[src/rtl/risc16_pkg.sv]
// +------------------------------------------------------------------+
// | Module      : risc16_pkg                                         |
// | Description : Shared opcode, select encodings, FSM states and    |
// |               instruction class flags for the RiSC-16 controller |
// | Revision    : 1.0                                                |
// +------------------------------------------------------------------+
`default_nettype none

package risc16_pkg;

    // Opcodes, instr[15:13]
    localparam logic [2:0] c_OP_ADD  = 3'b000;
    localparam logic [2:0] c_OP_ADDI = 3'b001;
    localparam logic [2:0] c_OP_NAND = 3'b010;
    localparam logic [2:0] c_OP_LUI  = 3'b011;
    localparam logic [2:0] c_OP_SW   = 3'b100;
    localparam logic [2:0] c_OP_LW   = 3'b101;
    localparam logic [2:0] c_OP_BEQ  = 3'b110;
    localparam logic [2:0] c_OP_JALR = 3'b111;

    // PC next-value select (2'b11 is reserved and never driven)
    localparam logic [1:0] c_PC_INC    = 2'b00;
    localparam logic [1:0] c_PC_BRANCH = 2'b01;
    localparam logic [1:0] c_PC_ALU    = 2'b10;

    // Writeback source select
    localparam logic [1:0] c_WB_ALU = 2'b00;
    localparam logic [1:0] c_WB_MEM = 2'b01;
    localparam logic [1:0] c_WB_PC1 = 2'b10;
    localparam logic [1:0] c_WB_IMM = 2'b11;

    // ALU operation select
    localparam logic [1:0] c_ALU_ADD   = 2'b00;
    localparam logic [1:0] c_ALU_NAND  = 2'b01;
    localparam logic [1:0] c_ALU_PASSB = 2'b10;
    localparam logic [1:0] c_ALU_CMP   = 2'b11;

    // Controller states
    typedef enum logic [2:0] {
        ST_FETCH  = 3'd0,
        ST_DECODE = 3'd1,
        ST_EXEC   = 3'd2,
        ST_MEM    = 3'd3,
        ST_WB     = 3'd4,
        ST_HALT   = 3'd5,
        ST_ERR    = 3'd6
    } state_t;

    // One-hot instruction class produced by the opcode decoder
    typedef struct packed {
        logic alu;
        logic branch;
        logic jalr;
        logic halt;
        logic load;
        logic store;
    } op_class_t;

endpackage

`default_nettype wire

[src/rtl/risc_op_decode.sv]
// +------------------------------------------------------------------+
// | Module      : risc_op_decode                                     |
// | Description : Maps the latched opcode and imm7 to instruction    |
// |               class flags used by the controller FSM             |
// | Revision    : 1.0                                                |
// +------------------------------------------------------------------+
`default_nettype none

module risc_op_decode
    import risc16_pkg::*;
#(
    parameter int JALR_IMM_HALT = 1
) (
    input  logic [2:0] i_opcode,
    input  logic [6:0] i_imm7,
    output op_class_t  o_class
);

    // A JALR carrying a nonzero immediate is treated as the halt instruction
    logic w_jalr_halt;
    assign w_jalr_halt = (JALR_IMM_HALT != 0) && (i_imm7 != 7'd0);

    // Exactly one class flag is raised for every opcode
    always_comb begin
        o_class = '0;
        case (i_opcode)
            c_OP_ADD, c_OP_ADDI, c_OP_NAND, c_OP_LUI: o_class.alu = 1'b1;
            c_OP_BEQ:  o_class.branch = 1'b1;
            c_OP_JALR: begin
                o_class.halt = w_jalr_halt;
                o_class.jalr = ~w_jalr_halt;
            end
            c_OP_LW:   o_class.load  = 1'b1;
            c_OP_SW:   o_class.store = 1'b1;
            default:   o_class = '0;
        endcase
    end

endmodule

`default_nettype wire

[src/rtl/risc_ctrl.sv]
// +------------------------------------------------------------------+
// | Module      : risc_ctrl                                          |
// | Description : Multi-cycle RiSC-16 control FSM: fetch, decode,    |
// |               execute, memory wait with timeout, writeback       |
// | Revision    : 1.0                                                |
// +------------------------------------------------------------------+
`default_nettype none

module risc_ctrl
    import risc16_pkg::*;
#(
    parameter int MEM_TIMEOUT   = 15,
    parameter int JALR_IMM_HALT = 1
) (
    input  logic        clk,
    input  logic        rst,
    input  logic [15:0] instr,
    input  logic        instr_valid,
    input  logic        eq,
    input  logic        mem_ready,
    output logic [1:0]  pc_sel,
    output logic        pc_en,
    output logic        ir_en,
    output logic [1:0]  alu_op,
    output logic        alu_src_imm,
    output logic [1:0]  wb_sel,
    output logic        rf_we,
    output logic        mem_re,
    output logic        mem_we,
    output logic        halted,
    output logic        bus_err
);

    localparam int c_WAIT_W = (MEM_TIMEOUT > 1) ? $clog2(MEM_TIMEOUT) : 1;
    localparam logic [c_WAIT_W-1:0] c_WAIT_LAST = c_WAIT_W'(MEM_TIMEOUT - 1);

    state_t              r_state;
    state_t              w_next_state;
    logic [2:0]          r_opcode;
    logic [2:0]          r_rega;
    logic [6:0]          r_imm7;
    logic [c_WAIT_W-1:0] r_wait;
    op_class_t           w_class;

    logic [1:0] w_pc_sel;
    logic       w_pc_en;
    logic       w_ir_en;
    logic [1:0] w_alu_op;
    logic       w_alu_src_imm;
    logic [1:0] w_wb_sel;
    logic       w_rf_we;
    logic       w_mem_re;
    logic       w_mem_we;
    logic       w_halted;
    logic       w_bus_err;

    // Register operands B/C are consumed by the datapath, not the controller
    logic w_unused_regbc;
    assign w_unused_regbc = ^instr[9:7];

    risc_op_decode #(
        .JALR_IMM_HALT (JALR_IMM_HALT)
    ) u_op_decode (
        .i_opcode (r_opcode),
        .i_imm7   (r_imm7),
        .o_class  (w_class)
    );

    // State, instruction register and memory wait counter
    always_ff @(posedge clk) begin
        if (rst) begin
            r_state  <= ST_FETCH;
            r_opcode <= '0;
            r_rega   <= '0;
            r_imm7   <= '0;
            r_wait   <= '0;
        end else begin
            r_state <= w_next_state;
            if (r_state == ST_FETCH && instr_valid) begin
                r_opcode <= instr[15:13];
                r_rega   <= instr[12:10];
                r_imm7   <= instr[6:0];
            end
            if (r_state == ST_MEM && !mem_ready) begin
                r_wait <= r_wait + 1'b1;
            end else begin
                r_wait <= '0;
            end
        end
    end

    // Next-state and per-state control outputs
    always_comb begin
        w_next_state  = r_state;
        w_pc_sel      = c_PC_INC;
        w_pc_en       = 1'b0;
        w_ir_en       = 1'b0;
        w_alu_op      = c_ALU_ADD;
        w_alu_src_imm = 1'b0;
        w_wb_sel      = c_WB_ALU;
        w_rf_we       = 1'b0;
        w_mem_re      = 1'b0;
        w_mem_we      = 1'b0;
        w_halted      = 1'b0;
        w_bus_err     = 1'b0;
        case (r_state)
            ST_FETCH: begin
                w_ir_en = 1'b1;
                if (instr_valid) begin
                    w_next_state = ST_DECODE;
                end
            end
            ST_DECODE: begin
                w_next_state = ST_EXEC;
            end
            ST_EXEC: begin
                if (w_class.alu) begin
                    case (r_opcode)
                        c_OP_NAND: w_alu_op = c_ALU_NAND;
                        c_OP_ADDI: w_alu_src_imm = 1'b1;
                        c_OP_LUI: begin
                            w_alu_op      = c_ALU_PASSB;
                            w_alu_src_imm = 1'b1;
                        end
                        default:   w_alu_op = c_ALU_ADD;
                    endcase
                    w_next_state = ST_WB;
                end else if (w_class.branch) begin
                    w_alu_op     = c_ALU_CMP;
                    w_pc_en      = 1'b1;
                    w_pc_sel     = eq ? c_PC_BRANCH : c_PC_INC;
                    w_next_state = ST_FETCH;
                end else if (w_class.jalr) begin
                    w_rf_we      = 1'b1;
                    w_wb_sel     = c_WB_PC1;
                    w_pc_en      = 1'b1;
                    w_pc_sel     = c_PC_ALU;
                    w_next_state = ST_FETCH;
                end else if (w_class.halt) begin
                    w_next_state = ST_HALT;
                end else begin
                    // Load/store: effective address = regB + sext(imm7)
                    w_alu_src_imm = 1'b1;
                    w_next_state  = ST_MEM;
                end
            end
            ST_MEM: begin
                w_mem_re = w_class.load;
                w_mem_we = w_class.store;
                if (mem_ready) begin
                    if (w_class.store) begin
                        w_pc_en      = 1'b1;
                        w_next_state = ST_FETCH;
                    end else begin
                        w_next_state = ST_WB;
                    end
                end else if (r_wait == c_WAIT_LAST) begin
                    w_next_state = ST_ERR;
                end
            end
            ST_WB: begin
                case (r_opcode)
                    c_OP_LW:  w_wb_sel = c_WB_MEM;
                    c_OP_LUI: w_wb_sel = c_WB_IMM;
                    default:  w_wb_sel = c_WB_ALU;
                endcase
                w_rf_we      = 1'b1;
                w_pc_en      = 1'b1;
                w_next_state = ST_FETCH;
            end
            ST_HALT: begin
                w_halted = 1'b1;
            end
            ST_ERR: begin
                w_halted  = 1'b1;
                w_bus_err = 1'b1;
            end
            default: begin
                w_next_state = ST_FETCH;
            end
        endcase
    end

    // r0 is hardwired to zero, so its writes are dropped; reset silences everything
    assign pc_sel      = rst ? 2'b00 : w_pc_sel;
    assign pc_en       = ~rst & w_pc_en;
    assign ir_en       = ~rst & w_ir_en;
    assign alu_op      = rst ? 2'b00 : w_alu_op;
    assign alu_src_imm = ~rst & w_alu_src_imm;
    assign wb_sel      = rst ? 2'b00 : w_wb_sel;
    assign rf_we       = ~rst & w_rf_we & (r_rega != 3'd0);
    assign mem_re      = ~rst & w_mem_re;
    assign mem_we      = ~rst & w_mem_we;
    assign halted      = ~rst & w_halted;
    assign bus_err     = ~rst & w_bus_err;

endmodule

`default_nettype wire

[config.mk]
export PLATFORM = sky130hd
export DESIGN_NAME = risc_ctrl
export DESIGN_NICKNAME = d
export VERILOG_FILES = /design/src/rtl/risc16_pkg.sv /design/src/rtl/risc_op_decode.sv /design/src/rtl/risc_ctrl.sv
export SDC_FILE = /design/constraint.sdc
export NUM_CORES = 1
export LEC_CHECK = 0
export ABC_AREA = 1
export BUFFER_PORTS_ARGS = -buffer_cell sky130_fd_sc_hd__buf_2
export CAP_MARGIN = 5
export CORE_MARGIN = 4
export CORE_UTILIZATION = 50
export CTS_CLUSTER_DIAMETER = 150
export DETAILED_ROUTE_END_ITERATION = 16
export GPL_TIMING_DRIVEN = 1
export PLACE_DENSITY = 0.79
export RECOVER_POWER = 50
export SLEW_MARGIN = 25
export SYNTH_ARGS = -nofsm -noshare
export SYNTH_HDL_FRONTEND = slang
export SYNTH_SLANG_ARGS = --single-unit
[constraint.sdc]
create_clock -name clk -period 2.8 [get_ports clk]
set_input_delay 0.14 -clock clk [delete_from_list [all_inputs] [get_ports clk]]
set_output_delay 0.14 -clock clk [all_outputs]
set_load 0.005 [all_outputs]
==> metrics.txt, run 1 <==
cts hold-fix bufs=0; largest net degree at the start of global routing=27; first drt pass iteration count=4; max-capacitance violation count=0; Die W=53.6 um; Max clock buf depth=2; #FFs+latches synth=20; root buf cell=clkbuf_4; dpl hpwl=1710 um; syn avg cell area=6.89 um2; Area after DPL=1200 um2; Fin. Hold Viols=0; register area share after synthesis=0.385; drt wl/cell=10.3 um; P_leak=0.570 nW; hold path endpoint=r_state[1]; initial antenna violation count=0; Post-Syn Nets=174; Yosys Warn Count=0; CTS tree=done; DP Worst Slack=1.35 ns; FILL cells=217; drt drc=0; IO Port Bufs=31; Final Skew=0.00120 ns; clock-pin slew on the worst setup and hold paths=0.11 ns; Power Total=0.905 mW; starting density of the core=0.531; pins over their slew limit=0; Distinct cells, synth=26; RSZ-0062 raised after global routing=no; Tcrit/Tclk final=0.628; Mapped Cells=151; DR iter-0 viols=20; Sink Count=20; Synth top area share=0.385; r2r startpoint=r_state[1]; type of origin of the critical path=register; final net count=206; CP Max Fanout=5; R2R setup slack=1.06 ns; Finish-stage setup viols=0; H-tree depth=1; Worst EP arrival=1.62 ns; first-pass GRT wire length=3710 um; FF-to-FF path depth=4; postcts setup bufs=0; maximum vdd ir drop=509 uV; FP Rows=16; DIE AREA=2880 um2; via/cell ratio=4.93; layout cells sized above 1=0.209; vias in the first global route=904; Setup Total Neg Slack=0 ns; Clock Latency Late Sink=0.30 ns; WHS Path Cells=2; Worst Hold Launch=rst; Post-Syn Area=1040 um2; fin crit period=1.76 ns; Design Area, Final=1220 um2; synth top area cells=dfxtp_1 38%, a21oi_1 8.7%, o21ai_0 8.7%; DR vias=1,030; Sequential Area=400 um2; I/O pin count=35; max frequency=0.569 GHz; Placer Congestion=0.873; reg2reg end=r_rega[0]; status=complete, no violations; Total Wirelength=2160 um; final worst slack=1.04 ns; gr usage total=0.174; core box area=1960 um2; # diodes=0; grt ovf=0; Finished Core Util=0.621; Resized Gates After CTS=0; die height=53.6 um; ANT nets after route=0; CP Capture Type=output port; leading cell type in the layout, fill and taps excluded=buf_2; Hold WC Path Type=input port to register; synthesis-to-layout area growth=17.1%; Power Density=743 nW/um2; CP required=2.66 ns; worst slew pin tran=0.774 ns; multi-input logic area=509 um2; Synth area leader=dfxtp_1; relative slew slack=0.483; CTS buffer count=3; CP Class=register to output port; most frequent cells in the layout=29 x buf_2, 23 x nand2_1, 22 x inv_1
-- worst max-delay path, stage by stage (launching register included) --
cell and delay (ns):
dfxtp_1 0.41, nand2_1 0.13, nor2_2 0.17, nand2_2 0.11
inv_2 0.09, nand4_2 0.10, a32oi_1 0.18, buf_2 0.14
-- flip-flops by register name, indices dropped and copies added, names as in the netlist --
name	cells
r_rega	3
r_imm7	7
r_state	3
r_opcode	3
r_wait	4
-- per-layer routing --
metal,vias up,part of all wire,global-route usage
li1,553,-,-
met1,449,0.46,0.222
met2,26,0.47,0.290
met3,2,0.066,0.0332
met4,0,0.0046,0.0638
met5,-,0,0
-- worst max-delay path by stage --
stage | start | slack (ns) | endpoint | cells past startpoint
global route | r_state[1] | 0.84 | r_rega[0] | 4
detailed placement | rst | 1.35 | rf_we | 7
CTS | r_state[1] | 1.03 | rf_we | 7
finish | r_state[1] | 1.04 | rf_we | 7
floorplan | r_state[1] | 1.64 | rf_we | 6
global placement | rst | 1.36 | rf_we | 7
-- report_power, final --
group,total (mW),leakage (nW),switching [mW],internal [mW]
registers,0.423,0.164,0.0628,0.361
clock network,0.166,0.0210,0.0867,0.0793
logic,0.316,0.385,0.210,0.106
total,0.905,0.570,0.359,0.546
-- cells in the mapped netlist --
library cell,n
nand2_1,23
inv_1,21
dfxtp_1,20
nor2_1,20
a21oi_1,18
o21ai_0,18
nand3_1,7
buf_2,2
ha_1,2
inv_2,2
nor2_2,2
nor3_1,2
a32oi_1,1
buf_6,1
clkbuf_1,1
nand2_2,1
nand3_2,1
nand4_1,1
nand4_2,1
nor3_4,1
nor3b_1,1
nor4_1,1
o21ai_1,1
o21ai_2,1
xnor2_1,1
xor2_1,1
-- logic make-up after synthesis --
kind of cell | after synthesis | share of synthesized area
simple gates | 61 | 0.273
compound gates | 39 | 0.195
buf+inv | 27 | 0.107
flops | 20 | 0.385
xor+xnor | 2 | 0.0168
fa+ha+maj | 2 | 0.0240
-- stage by stage --
step | cells | hold slack (ns)
after floorplan | 151 | 0.209
after global placement | 205 | 0.372
after detailed placement | 205 | 0.376
after CTS | 209 | 0.0439
after global routing | 209 | 0.0542
final | 209 | 0.0560
-- area by class of cell --
class                      instances  share of cell area
multi-input combinational        104               0.418
sequential                        20               0.329
timing repair buffer              31               0.125
inverter                          23              0.0708
clock buffer                       4              0.0298
tap                               27              0.0277
(Power assumes the default switching activity.)
==> inputs of run 2 (changes only) <==
- CORE_UTILIZATION: 50 -> 49
- PLACE_DENSITY: 0.79 -> 0.78
- clock period: 2.8 -> 1.83 ns (I/O delays scaled with it)
==> metrics.txt, run 2 (same netlist as run 1, synthesis figures left out) <==
status=complete, no violations; RSZ-0062 raised after global routing=no; r2r startpoint=r_state[2]; CP Capture Type=output port; final net count=207 (+0.49%); max reg flops=7 (unchanged); maximum vdd ir drop=731 uV (+44%); CP Max Fanout=5 (unchanged); IO Port Bufs=31 (unchanged); Worst EP arrival=1.56 ns (-0.06 ns); Fin. Hold Viols=0 (unchanged); root buf cell=clkbuf_4; Die W=54.1 um (+0.86%); Final Skew=0.00573 ns (+0.00453 ns); CP required=1.74 ns (-0.92 ns); layout cells sized above 1=0.231 (+0.0220); Power Density=1100 nW/um2 (+48%); CTS buffer count=3 (unchanged); CTS tree=done; relative slew slack=0.699 (+0.216); largest net degree at the start of global routing=27 (unchanged); most frequent cells in the layout=29 x buf_2, 22 x nand2_1, 22 x inv_1; first-pass GRT wire length=3850 um (+3.9%); core box area=1980 um2 (+1.0%); Clock Latency Late Sink=0.29 ns (about the same); H-tree depth=1 (unchanged); Area after DPL=1210 um2 (+0.62%); Design Area, Final=1230 um2 (+1.1%); drt drc=0 (unchanged); Tcrit/Tclk final=0.901; Hold WC Path Type=input port to register; Total Wirelength=2200 um (+1.9%); ANT nets after route=0 (unchanged); drt wl/cell=10.5 um (+1.9%); Sequential Power Share=0.483 (+0.015); DP Worst Slack=0.452 ns (-0.898 ns); part of the power in combinational logic=0.372 (+0.023); DR iter-0 viols=22 (+10%); Clock Power Share=0.144 (-0.039); final worst slack=0.180 ns (-0.861 ns); die height=54.1 um (+0.86%); vias in the first global route=920 (+1.8%); biggest regs=r_imm7: 7 flops, r_wait: 4 flops; pins over their slew limit=0 (unchanged); clock-pin slew on the worst setup and hold paths=0.10 ns (about the same); Setup Total Neg Slack=0 ns (unchanged); Largest Register=r_imm7; Sink Count=20 (unchanged); max frequency=0.606 GHz; I/O pin count=35 (unchanged); fin crit period=1.65 ns; P_leak=0.578 nW (+1.2%); max-capacitance violation count=0 (unchanged); synthesis-to-layout area growth=18.4%; Placer Congestion=0.870 (-0.32%); FP Rows=16 (unchanged); postcts setup bufs=0 (unchanged); gr usage total=0.177 (+0.00279); first drt pass iteration count=4 (unchanged); grt ovf=0 (unchanged); # diodes=0 (unchanged); Placed Instances=206 (+0.49%); Sw Share=0.404 (+0.00723); Worst Hold Launch=rst; Finish-stage setup viols=0 (unchanged); starting density of the core=0.525 (-0.00536); internal power=0.807 mW (+48%); Max clock buf depth=2 (unchanged); Post-Layout Cell Count=209 (unchanged); Worst Setup SP=r_state[0]; initial antenna violation count=0 (unchanged); DR vias=1,022 (-0.78%); CP Class=register to output port; via/cell ratio=4.89 (-0.78%); type of origin of the critical path=register; leading cell type in the layout, fill and taps excluded=buf_2; worst slew pin tran=0.448 ns (-0.325 ns); dpl hpwl=1740 um (+1.5%); DIE AREA=2930 um2 (+1.7%); Psw=0.548 mW (+52%)
-- run 2: changes by cell type in the layout (fill, tap and decap cells not counted), sizes merged --
cell    delta
buf        +1
clkbuf     -1
-- run 2: stage by stage --
| stage | util | total power, mW | hold WS [ns] |
|---|---|---|---|
| after floorplan | - | 1.06 | 0.161 |
| after global placement | 0.612 | 1.14 | 0.324 |
| after detailed placement | 0.612 | 1.16 | 0.329 |
| after CTS | 0.623 | 1.36 | 0.00682 |
| after global routing | 0.622 | 1.50 | 0.00194 |
| final | 0.622 | 1.35 | 0.0111 |
-- run 2: power groups by stage --
stage | Sequential, mW | Clock, mW | Combinational, mW
4_1_cts | 0.649 | 0.212 | 0.502
2_1_floorplan | 0.625 | 0 | 0.434
6_report | 0.655 | 0.195 | 0.505
3_5_place_dp | 0.660 | 0 | 0.500
3_3_place_gp | 0.656 | 0 | 0.488
5_1_grt | 0.674 | 0.235 | 0.590
-- run 2: cell type report --
| cell class | count | area [um2] |
|---|---|---|
| Clock buffer | 3 | 22.5 |
| Timing Repair Buffer | 32 | 160 |
| Tap cell | 27 | 33.8 |
| Fill cell | 186 | 749 |
| Sequential cell | 20 | 403 |
| Multi-Input combinational cell | 104 | 527 |
| Inverter | 23 | 86.3 |
-- run 2: final timing paths --
| kind | endpoint | slack [ns] | cells past startpoint |
|---|---|---|---|
| hold reg to reg | r_imm7[4] | 0.45 | 2 |
| setup / recovery | rf_we | 0.18 | 8 |
| hold / removal | r_state[1] | 0.01 | 2 |
| setup reg to reg | r_state[0] | 0.33 | 6 |
-- run 2: critical path, stage by stage (launching register included) --
cell,delay [ns]
dfxtp_2,0.36
inv_1,0.07
nand2_2,0.07
nor2_4,0.16
nand2_4,0.08
inv_2,0.08
nand4_2,0.12
a32oi_1,0.19
buf_2,0.14
-- run 2: what timing repair did --
| action | CTS | global route |
|---|---|---|
| gates resized for setup | 0 | 5 |
| endpoints found under the setup margin | 0 | 1 |
| hold buffers | 0 | 0 |
| endpoints found under the hold margin | 0 | 0 |
-- run 2: layer usage --
metal / global-route usage / vias up / wire length (um)
met3: 0.0360 / 4 / 149
met4: 0.0581 / 0 / 21
li1: - / 551 / -
met5: 0 / - / 0
met1: 0.247 / 435 / 1090
met2: 0.270 / 32 / 939
